<file path="config.mk">
export PLATFORM = sky130hd
export DESIGN_NAME = dmem_ctrl
export DESIGN_NICKNAME = d
export VERILOG_FILES = /design/src/rtl/dmem_pkg.sv /design/src/rtl/dmem_byte_ram.sv /design/src/rtl/dmem_ctrl.sv
export SDC_FILE = /design/constraint.sdc
export NUM_CORES = 2
export LEC_CHECK = 0
export CAP_MARGIN = 5
export CELL_PAD_IN_SITES_DETAIL_PLACEMENT = 0
export CELL_PAD_IN_SITES_GLOBAL_PLACEMENT = 2
export CORE_MARGIN = 4
export CORE_UTILIZATION = 25
export DETAILED_ROUTE_END_ITERATION = 10
export MAX_ROUTING_LAYER = met4
export PLACE_DENSITY = 0.53
export RECOVER_POWER = 100
export SETUP_SLACK_MARGIN = 0.2
export SLEW_MARGIN = 0
export SYNTH_ARGS = -nofsm -noshare
export SYNTH_HDL_FRONTEND = slang
export SYNTH_SLANG_ARGS = --single-unit
export TNS_END_PERCENT = 1
</file>
<file path="constraint.sdc">
create_clock -name clk -period 9.7 [get_ports clk]
set_clock_uncertainty 0.1 [all_clocks]
set_input_delay 1.455 -clock clk [delete_from_list [all_inputs] [get_ports clk]]
set_output_delay 1.455 -clock clk [all_outputs]
set_load 0.01 [all_outputs]
</file>
<file path="src/rtl/dmem_pkg.sv">
// Shared types, funct3 encodings and access-legality helpers for the
// RV32I data-memory controller.
package dmem_pkg;

    localparam logic [2:0] F3_B  = 3'b000;
    localparam logic [2:0] F3_H  = 3'b001;
    localparam logic [2:0] F3_W  = 3'b010;
    localparam logic [2:0] F3_BU = 3'b100;
    localparam logic [2:0] F3_HU = 3'b101;

    typedef enum logic [1:0] {
        IDLE,
        WAIT,
        RESP
    } dmem_state_t;

    // Halfword accesses need addr[0]=0, word accesses need addr[1:0]=0.
    function automatic logic misaligned(input logic [2:0] funct3, input logic [1:0] addr);
        case (funct3[1:0])
            2'b01:   misaligned = addr[0];
            2'b10:   misaligned = (addr != 2'b00);
            default: misaligned = 1'b0;
        endcase
    endfunction

    function automatic logic illegal_f3(input logic we, input logic [2:0] funct3);
        if (we)
            illegal_f3 = (funct3 > F3_W);
        else
            illegal_f3 = (funct3 == 3'b011) || (funct3[2:1] == 2'b11);
    endfunction

endpackage

</file>
<file path="src/rtl/dmem_byte_ram.sv">
// Word-addressed RAM with per-byte write enables and a registered read port.
// Contents are never reset.
module dmem_byte_ram #(
    parameter int unsigned DEPTH = 128,
    localparam int unsigned AW   = $clog2(DEPTH)
) (
    input  logic          clk,
    input  logic [AW-1:0] addr,
    input  logic [3:0]    be,
    input  logic [31:0]   wdata,
    input  logic          re,
    output logic [31:0]   rdata
);

    logic [3:0][7:0] mem [DEPTH];

    always_ff @(posedge clk) begin
        for (int unsigned i = 0; i < 4; i++) begin
            if (be[i])
                mem[addr][i] <= wdata[8*i +: 8];
        end
        if (re)
            rdata <= mem[addr];
    end

endmodule

</file>
<file path="src/rtl/dmem_ctrl.sv">
// RV32I load/store data-memory controller: one request at a time, optional
// wait states, byte-lane steering and load sign/zero extension.
module dmem_ctrl
    import dmem_pkg::*;
#(
    parameter int DM_ADDRESS  = 9,
    parameter int DATA_W      = 32,
    parameter int WAIT_STATES = 0
) (
    input  logic                  clk,
    input  logic                  reset,
    input  logic                  req_valid,
    output logic                  req_ready,
    input  logic                  req_we,
    input  logic [2:0]            req_funct3,
    input  logic [DM_ADDRESS-1:0] req_addr,
    input  logic [DATA_W-1:0]     req_wdata,
    output logic                  resp_valid,
    output logic [DATA_W-1:0]     resp_rdata,
    output logic                  resp_fault
);

    if (DATA_W != 32) begin : g_bad_data_w
        $error("dmem_ctrl: DATA_W must be 32");
    end
    if (WAIT_STATES < 0 || WAIT_STATES > 15) begin : g_bad_wait
        $error("dmem_ctrl: WAIT_STATES must be 0..15");
    end

    localparam int unsigned DEPTH    = 2 ** (DM_ADDRESS - 2);
    localparam bit          NO_WAIT  = (WAIT_STATES == 0);
    localparam logic [3:0]  CNT_LAST = 4'(NO_WAIT ? 0 : WAIT_STATES - 1);

    dmem_state_t state, state_d;
    logic [3:0]            cnt;
    logic                  accept, go;

    logic                  we_q;
    logic [2:0]            f3_q;
    logic [DM_ADDRESS-1:0] addr_q;
    logic [31:0]           wdata_q;

    logic                  fault_q, rd_en_q;
    logic [2:0]            rd_f3_q;
    logic [1:0]            rd_lane_q;

    logic                  acc_we, acc_bad, ram_re;
    logic [2:0]            acc_f3;
    logic [DM_ADDRESS-1:0] acc_addr;
    logic [31:0]           acc_wdata, ram_wdata, ram_rdata;
    logic [3:0]            be, ram_be;

    assign req_ready  = (state == IDLE);
    assign resp_valid = (state == RESP);
    assign resp_fault = fault_q;
    assign accept     = req_valid && req_ready;

    always_comb begin
        state_d = state;
        go      = 1'b0;
        case (state)
            IDLE: begin
                if (accept) begin
                    state_d = NO_WAIT ? RESP : WAIT;
                    go      = NO_WAIT;
                end
            end
            WAIT: begin
                if (cnt == CNT_LAST) begin
                    state_d = RESP;
                    go      = 1'b1;
                end
            end
            RESP:    state_d = IDLE;
            default: state_d = IDLE;
        endcase
    end

    // With no wait states the RAM is hit on the accept edge itself, so the
    // access fields come straight from the request instead of the latches.
    assign acc_we    = (state == IDLE) ? req_we     : we_q;
    assign acc_f3    = (state == IDLE) ? req_funct3 : f3_q;
    assign acc_addr  = (state == IDLE) ? req_addr   : addr_q;
    assign acc_wdata = (state == IDLE) ? req_wdata  : wdata_q;
    assign acc_bad   = misaligned(acc_f3, acc_addr[1:0]) || illegal_f3(acc_we, acc_f3);

    always_comb begin
        be        = '0;
        ram_wdata = acc_wdata;
        case (acc_f3[1:0])
            2'b00: begin
                be        = 4'b0001 << acc_addr[1:0];
                ram_wdata = {4{acc_wdata[7:0]}};
            end
            2'b01: begin
                be        = acc_addr[1] ? 4'b1100 : 4'b0011;
                ram_wdata = {2{acc_wdata[15:0]}};
            end
            2'b10:   be = 4'b1111;
            default: be = '0;
        endcase
    end

    assign ram_be = (go && acc_we && !acc_bad) ? be : '0;
    assign ram_re = go && !acc_we && !acc_bad;

    dmem_byte_ram #(
        .DEPTH (DEPTH)
    ) u_ram (
        .clk   (clk),
        .addr  (acc_addr[DM_ADDRESS-1:2]),
        .be    (ram_be),
        .wdata (ram_wdata),
        .re    (ram_re),
        .rdata (ram_rdata)
    );

    always_ff @(posedge clk or posedge reset) begin
        if (reset) begin
            state     <= IDLE;
            cnt       <= '0;
            we_q      <= 1'b0;
            f3_q      <= '0;
            addr_q    <= '0;
            wdata_q   <= '0;
            fault_q   <= 1'b0;
            rd_en_q   <= 1'b0;
            rd_f3_q   <= '0;
            rd_lane_q <= '0;
        end else begin
            state <= state_d;
            if (accept) begin
                we_q    <= req_we;
                f3_q    <= req_funct3;
                addr_q  <= req_addr;
                wdata_q <= req_wdata;
                cnt     <= '0;
            end else if (state == WAIT) begin
                cnt <= cnt + 4'd1;
            end
            if (go) begin
                fault_q   <= acc_bad;
                rd_en_q   <= ram_re;
                rd_f3_q   <= acc_f3;
                rd_lane_q <= acc_addr[1:0];
            end
        end
    end

    // Extension works on the registered RAM word using the fields captured
    // alongside the read, so the result stays stable until the next access.
    always_comb begin
        resp_rdata = '0;
        if (rd_en_q) begin
            case (rd_f3_q)
                F3_B:    resp_rdata = {{24{ram_rdata[8*rd_lane_q + 7]}}, ram_rdata[8*rd_lane_q +: 8]};
                F3_BU:   resp_rdata = {24'b0, ram_rdata[8*rd_lane_q +: 8]};
                F3_H:    resp_rdata = rd_lane_q[1] ? {{16{ram_rdata[31]}}, ram_rdata[31:16]}
                                                   : {{16{ram_rdata[15]}}, ram_rdata[15:0]};
                F3_HU:   resp_rdata = rd_lane_q[1] ? {16'b0, ram_rdata[31:16]}
                                                   : {16'b0, ram_rdata[15:0]};
                F3_W:    resp_rdata = ram_rdata;
                default: resp_rdata = '0;
            endcase
        end
    end

endmodule
</file>
* Word-level counts from Yosys, hierarchy flattened
Memory sizes are Yosys's and may differ from the RTL's. A register that Yosys moved wholly into a read port is not among the register bits. Cells that the tools add are included.
Word-level totals: memories 1, bits in writable memories 4096, logic and storage cells 77, output and inout port bits 35, register bits 58, bits of input ports 48
Cells by class: reduce and logical (&&, ||, !) cells 16, order comparisons 2, add/subtract/negate cells 2, multiplexer cells 32, eq/ne operators 12, shift-type cells 2
Memories:
- u_ram.mem | depth 128, width 32, rd ports 1, clocked after memory_dff 1, write ports 1, line dmem_byte_ram.sv:15 | logic [3:0][7:0] mem [DEPTH];
Operators by type and width (number):
- 32-bit case mux with 5 select lines | 1
- 32-bit two-way mux | 3
- 32-bit case mux with 2 select lines | 1
- 32-bit by 6-bit indexed part select with 8-bit output | 1
- 16-bit two-way mux | 1
- 4-bit two-way mux | 4
- 1-bit two-way mux | 13
- 4-bit case mux with 3 select lines | 1
- 9-bit two-way mux | 1
- 5-bit by 3-bit adder with 6-bit output, second input constant | 1
- 2-bit equality test, second input constant | 3
- 3-bit by 2-bit equality test with 1-bit output, second input constant | 2
- 3-bit equality test, second input constant | 2
- 6-bit less-than comparator, second input constant | 1
- 1-bit binary-select mux with 5-bit select | 1
- 1-bit logical AND | 5
- 4-bit by 1-bit adder with 4-bit output, second input constant | 1
- 2-bit by 1-bit equality test with 1-bit output, second input constant | 2
- 2-bit zero test | 2
- 4-bit zero test | 1
- 2-bit two-way mux | 2
- 1-bit case mux with 2 select lines | 2
- 2-bit case mux with 2 select lines | 1
- 2-bit nonzero test | 2
- 10 further kinds | 12

* Logic depth before layout (Yosys ltp)
depth in word-level cells 11, depth in mapped cells 14, depth with buffers taken out 9

* Hierarchy
Synthesis repeated with hierarchy kept, for this count alone.
Second synthesis, totals: cells, all modules 10061, area, all modules 163812.1 µm²
Modules (own cells, without submodules):
- dmem_byte_ram | cells each 9595, area an instance 160217.4 µm², sequential area each 123958.9 µm², instances 1
- dmem_ctrl | cells each 466, area an instance 3594.7 µm², sequential area each 1326.3 µm², instances 1

* Worst setup path before layout
Ideal clock, no wire load.
kind input to register, from in req_wdata[3], to mem u_ram.mem[0][27] (netlist bit) (data pin), buffers on the path 0, cell stages on the path 4, arrival 8.269 ns, library setup time 1.201 ns, slack 0.130 ns, data required time 8.399 ns, path through mux2i_1 > inv_1 > a22oi_1 > o21ai_0
On the way: longest elaborated chain between the ends 2
RTL lines:
- from (decl) | line dmem_ctrl.sv:17 | input logic [DATA_W-1:0] req_wdata,
- 32-bit two-way mux | line dmem_ctrl.sv:84 | assign acc_wdata = (state == IDLE) ? req_wdata : wdata_q;
- named net acc_wdata[3] | line dmem_ctrl.sv:50 | logic [31:0] acc_wdata, ram_wdata, ram_rdata;
- 32-bit case mux with 2 select lines | line dmem_ctrl.sv:90 | case (acc_f3[1:0])
- named net ram_wdata[27] | line dmem_ctrl.sv:50
- to (decl) | line dmem_byte_ram.sv:15
The timed path passes the listed nets, and every way through them passes these cells.

* Worst setup path in the final report
from reg state[1], to mem u_ram.mem[91][5] (netlist bit) (data pin)
On the way: longest elaborated chain between the ends 3
RTL lines:
- from (decl) | line dmem_ctrl.sv:34 | dmem_state_t state, state_d;
- from (signal assigned) | line dmem_ctrl.sv:131 | state <= state_d;
- 2-bit zero test | line dmem_ctrl.sv:84
- 32-bit two-way mux | line dmem_ctrl.sv:84
- named net acc_wdata[5] | line dmem_ctrl.sv:50
- 32-bit case mux with 2 select lines | line dmem_ctrl.sv:90
The timed path passes the listed nets, and every way through them passes these cells.

==> impl_metrics.tcl <==
set metrics [dict create \
    clockBufferDepth 4 \
    ctsResizeCount 0 \
    endpoint "u_ram.mem[91][5]" \
    drt_iter0_markers 11900 \
    required_ns 9.85 \
    cts_hold_buf 0 \
    final_core_util 0.293 \
    hold_viol 0 \
    clkLatencyLatePin_ns 1.01 \
    setup_tns_ns 0 \
    crit_buf_inv 5 \
    placed_cell_area_um2 166000 \
    gp_congestion 0.903 \
    critPathSlowestCell "dfrtp_1" \
    netlist_instances 8617 \
    grt_setup_unrepaired "false" \
    slew_headroom -1.37 \
    hold_path.class "reg -> reg" \
    drv.max_cap_violation_count 52 \
    dpl.hpwl_um 390000 \
    combPwrFrac 0.086 \
    max-vdd-ir-drop_mv 0.147 \
    p_sw_mw 10.1 \
    mostFrequentLayoutCell "edfxtp_1" \
    firstDrtPassIters 9 \
    cts_tree "yes" \
    die_w_um 794 \
    r2r_end "u_ram.mem[91][5]" \
    total_leakage_power_nw 51.2 \
    whs_ns 0.371 \
    reg2reg_from "state[1]" \
    worstMarginPinSlew_ns 3.55 \
    violations "capacitance limit, slew limit" \
    coreArea_um2 615000 \
    antenna_left 0 \
    crit_fanout 66 \
    worstPathArrival_ns 7.99 \
    post_cts_buffers 0 \
    fin_crit_sh 0.809 \
    drt-wirelength-per-cell_um 34.9 \
    synth_nets 8669 \
    end_kind "flip-flop" \
    slowest_delay_ns 1.71 \
    ff2ff_setup_slack_ns 1.85 \
    switching_share 0.247 \
    path_delay_family "buffers and inverters" \
    htreeDepth 5 \
    nFillCells 59900 \
    internal_power_mw 30.9 \
    postLayoutCellArea_um2 180000 \
    grt_pass1_vias 86800 \
    synth_top_flop_cell "edfxtp_1" \
    numCtsBuffers 443 \
    drcViolationCount 0 \
    globalRouteOverflowTotal 0 \
    drive_gt1_frac 0.109 \
    antenna_found_initial 101 \
    status "complete, but fails checks" \
    syn-cell-area_um2 154000 \
    critPathMostFrequentCell "buf_4" \
    cts.sinks 4180 \
    wl_um 606000 \
    viasPerCell 5.18 \
    ys_seq_area_frac 0.812 \
    crit_path_start "state[1]" \
    fin_crit_ns 7.85 \
    place_inst 16500 \
    grt_first_pass_wirelength_um 797000 \
    start_kind "flip-flop" \
    dieHeight_um 794 \
    ys_warn_count 0 \
    grt_max_degree 189 \
    sequentialPowerShare 0.501 \
    crit_chain "clkbuf_1 -> mux2i_1 -> buf_4 -> clkinvlp_2 -> buf_4 -> clkbuf_2" \
    initial_core_util 0.251 \
    dieArea_um2 630000 \
    area_delta_synth_final_pct 16.6 \
    rows 288 \
    final_nets 8835 \
    path_clk_slew_ns 0.06 \
    setup_viol 0 \
    root_buffer "clkbuf_16" \
    layout.cells.non_filler 17400 \
    crit_type "reg -> reg" \
    layout_common_cells "edfxtp_1, a22oi_1, nor2_1" \
    synth_edf_count 4128 \
    final_max_slew_viol_count 1244 \
    io_pins 83 \
    track_usage 0.189 \
    cp.depth 6 \
    max_freq_mhz 127 \
    synthArstFlopShare 0.0124 \
    num_vias 90000 \
    io_buffers 82 \
    powerDensity_nw_per_um2 228 \
    clockPowerShare 0.412 \
    ys_types 56 \
    syn_area_per_cell_um2 17.9 \
    synth-seq-cells 4180 \
    worst-r2r-cell-count 6 \
]
==> how the worst min path moves through the flow <==
stage	startpoint	endpoint	slack, ns	cells after the start
floorplan	wdata_q[10]	wdata_q[10]	0.34	2
global placement	addr_q[0]	addr_q[0]	0.35	2
detailed placement	wdata_q[11]	wdata_q[11]	0.36	2
CTS	wdata_q[15]	wdata_q[15]	0.38	2
global route	wdata_q[4]	wdata_q[4]	0.41	2
finish	wdata_q[13]	wdata_q[13]	0.37	2
==> stage by stage <==
step	setup slack [ns]	power [mW]
finish	1.85	41.0
global route	1.73	42.2
CTS	3.42	41.4
detailed placement	2.51	24.6
global placement	2.54	24.6
floorplan	0.131	22.6
==> synthesized netlist by cell type (3+ instances only) <==
master | number | share of area
nor2_1 | 544 | 0.013
a21oi_1 | 30 | 0.00097
mux2i_1 | 30 | 0.0019
clkbuf_1 | 392 | 0.0095
o21ai_0 | 33 | 0.0011
nor2b_1 | 3 | 0.00012
buf_6 | 50 | 0.0036
nand2b_1 | 10 | 0.00041
a31oi_1 | 5 | 0.00020
a22oi_1 | 2045 | 0.099
nor3_1 | 3 | 0.000097
o32ai_1 | 3 | 0.00017
o21a_1 | 3 | 0.00015
nand4_1 | 32 | 0.0013
o221ai_1 | 15 | 0.00085
nand3_1 | 9 | 0.00029
nand2_1 | 302 | 0.0073
dfrtp_1 | 52 | 0.0084
a41oi_1 | 507 | 0.029
nor3b_1 | 3 | 0.00015
o41ai_1 | 126 | 0.0072
buf_4 | 6 | 0.00029
and2_1 | 3 | 0.00012
a222oi_1 | 5 | 0.00032
o22ai_1 | 17 | 0.00069
o21ai_2 | 4 | 0.00023
a22o_1 | 3 | 0.00017
ha_1 | 4 | 0.00032
a21o_1 | 3 | 0.00015
mux2_2 | 17 | 0.0012
buf_1 | 39 | 0.00095
inv_1 | 20 | 0.00049
o21ai_1 | 4 | 0.00013
buf_2 | 141 | 0.0046
edfxtp_1 | 4128 | 0.80
==> logic make-up after synthesis <==
family | Yosys count | share of synthesized area
flip-flops | 4180 | 0.812
AO/OA/AOI/OAI | 2817 | 0.141
AND/OR/NAND/NOR | 918 | 0.0235
buffers and inverters | 649 | 0.0195
multiplexers | 49 | 0.00341
adder cells (fa/ha/maj) | 4 | 0.000324
==> tightest hold or removal path, delay by kind of cell (launching register included) <==
family / cells / cell delay, ns
simple gates: 2 / 0.10
flops: 1 / 0.34
==> cell type report <==
cell class              instances  area (um2)  area share
flip-flops and latches       4180      125000       0.696
clock buffers                 521       11500      0.0641
diodes                         99         248     0.00138
well taps                    8120       10200      0.0565
inverters                      21        95.1    0.000528
clock inverters               299        2960      0.0164
repair buffers                349        3090      0.0172
multi-input cells            3788       26600       0.148
==> flip-flops by register name, indices dropped and copies added (netlist names) <==
name / flops
rd_lane_q: 2
state: 1
addr_q: 9
u_ram.mem: 4096
f3_q: 3
resp_fault: 1
u_ram.rdata: 32
rd_f3_q: 3
wdata_q: 32
rd_en_q: 1
==> per-layer routing <==
layer,track usage,share of wire,vias up
met5,-,0,-
met4,0.0847,0.053,0
met3,0.0454,0.087,965
met2,0.284,0.45,4703
met1,0.243,0.41,47600
li1,-,-,36800
==> power by group through the flow <==
stage	registers [mW]	clock network [mW]	logic [mW]
6_report	20.6	16.9	3.54
3_5_place_dp	20.9	0	3.63
5_1_grt	20.6	18.0	3.68
3_3_place_gp	20.9	0	3.65
2_1_floorplan	21.1	0	1.52
4_1_cts	20.5	17.2	3.63
(Power assumes the default switching activity.)
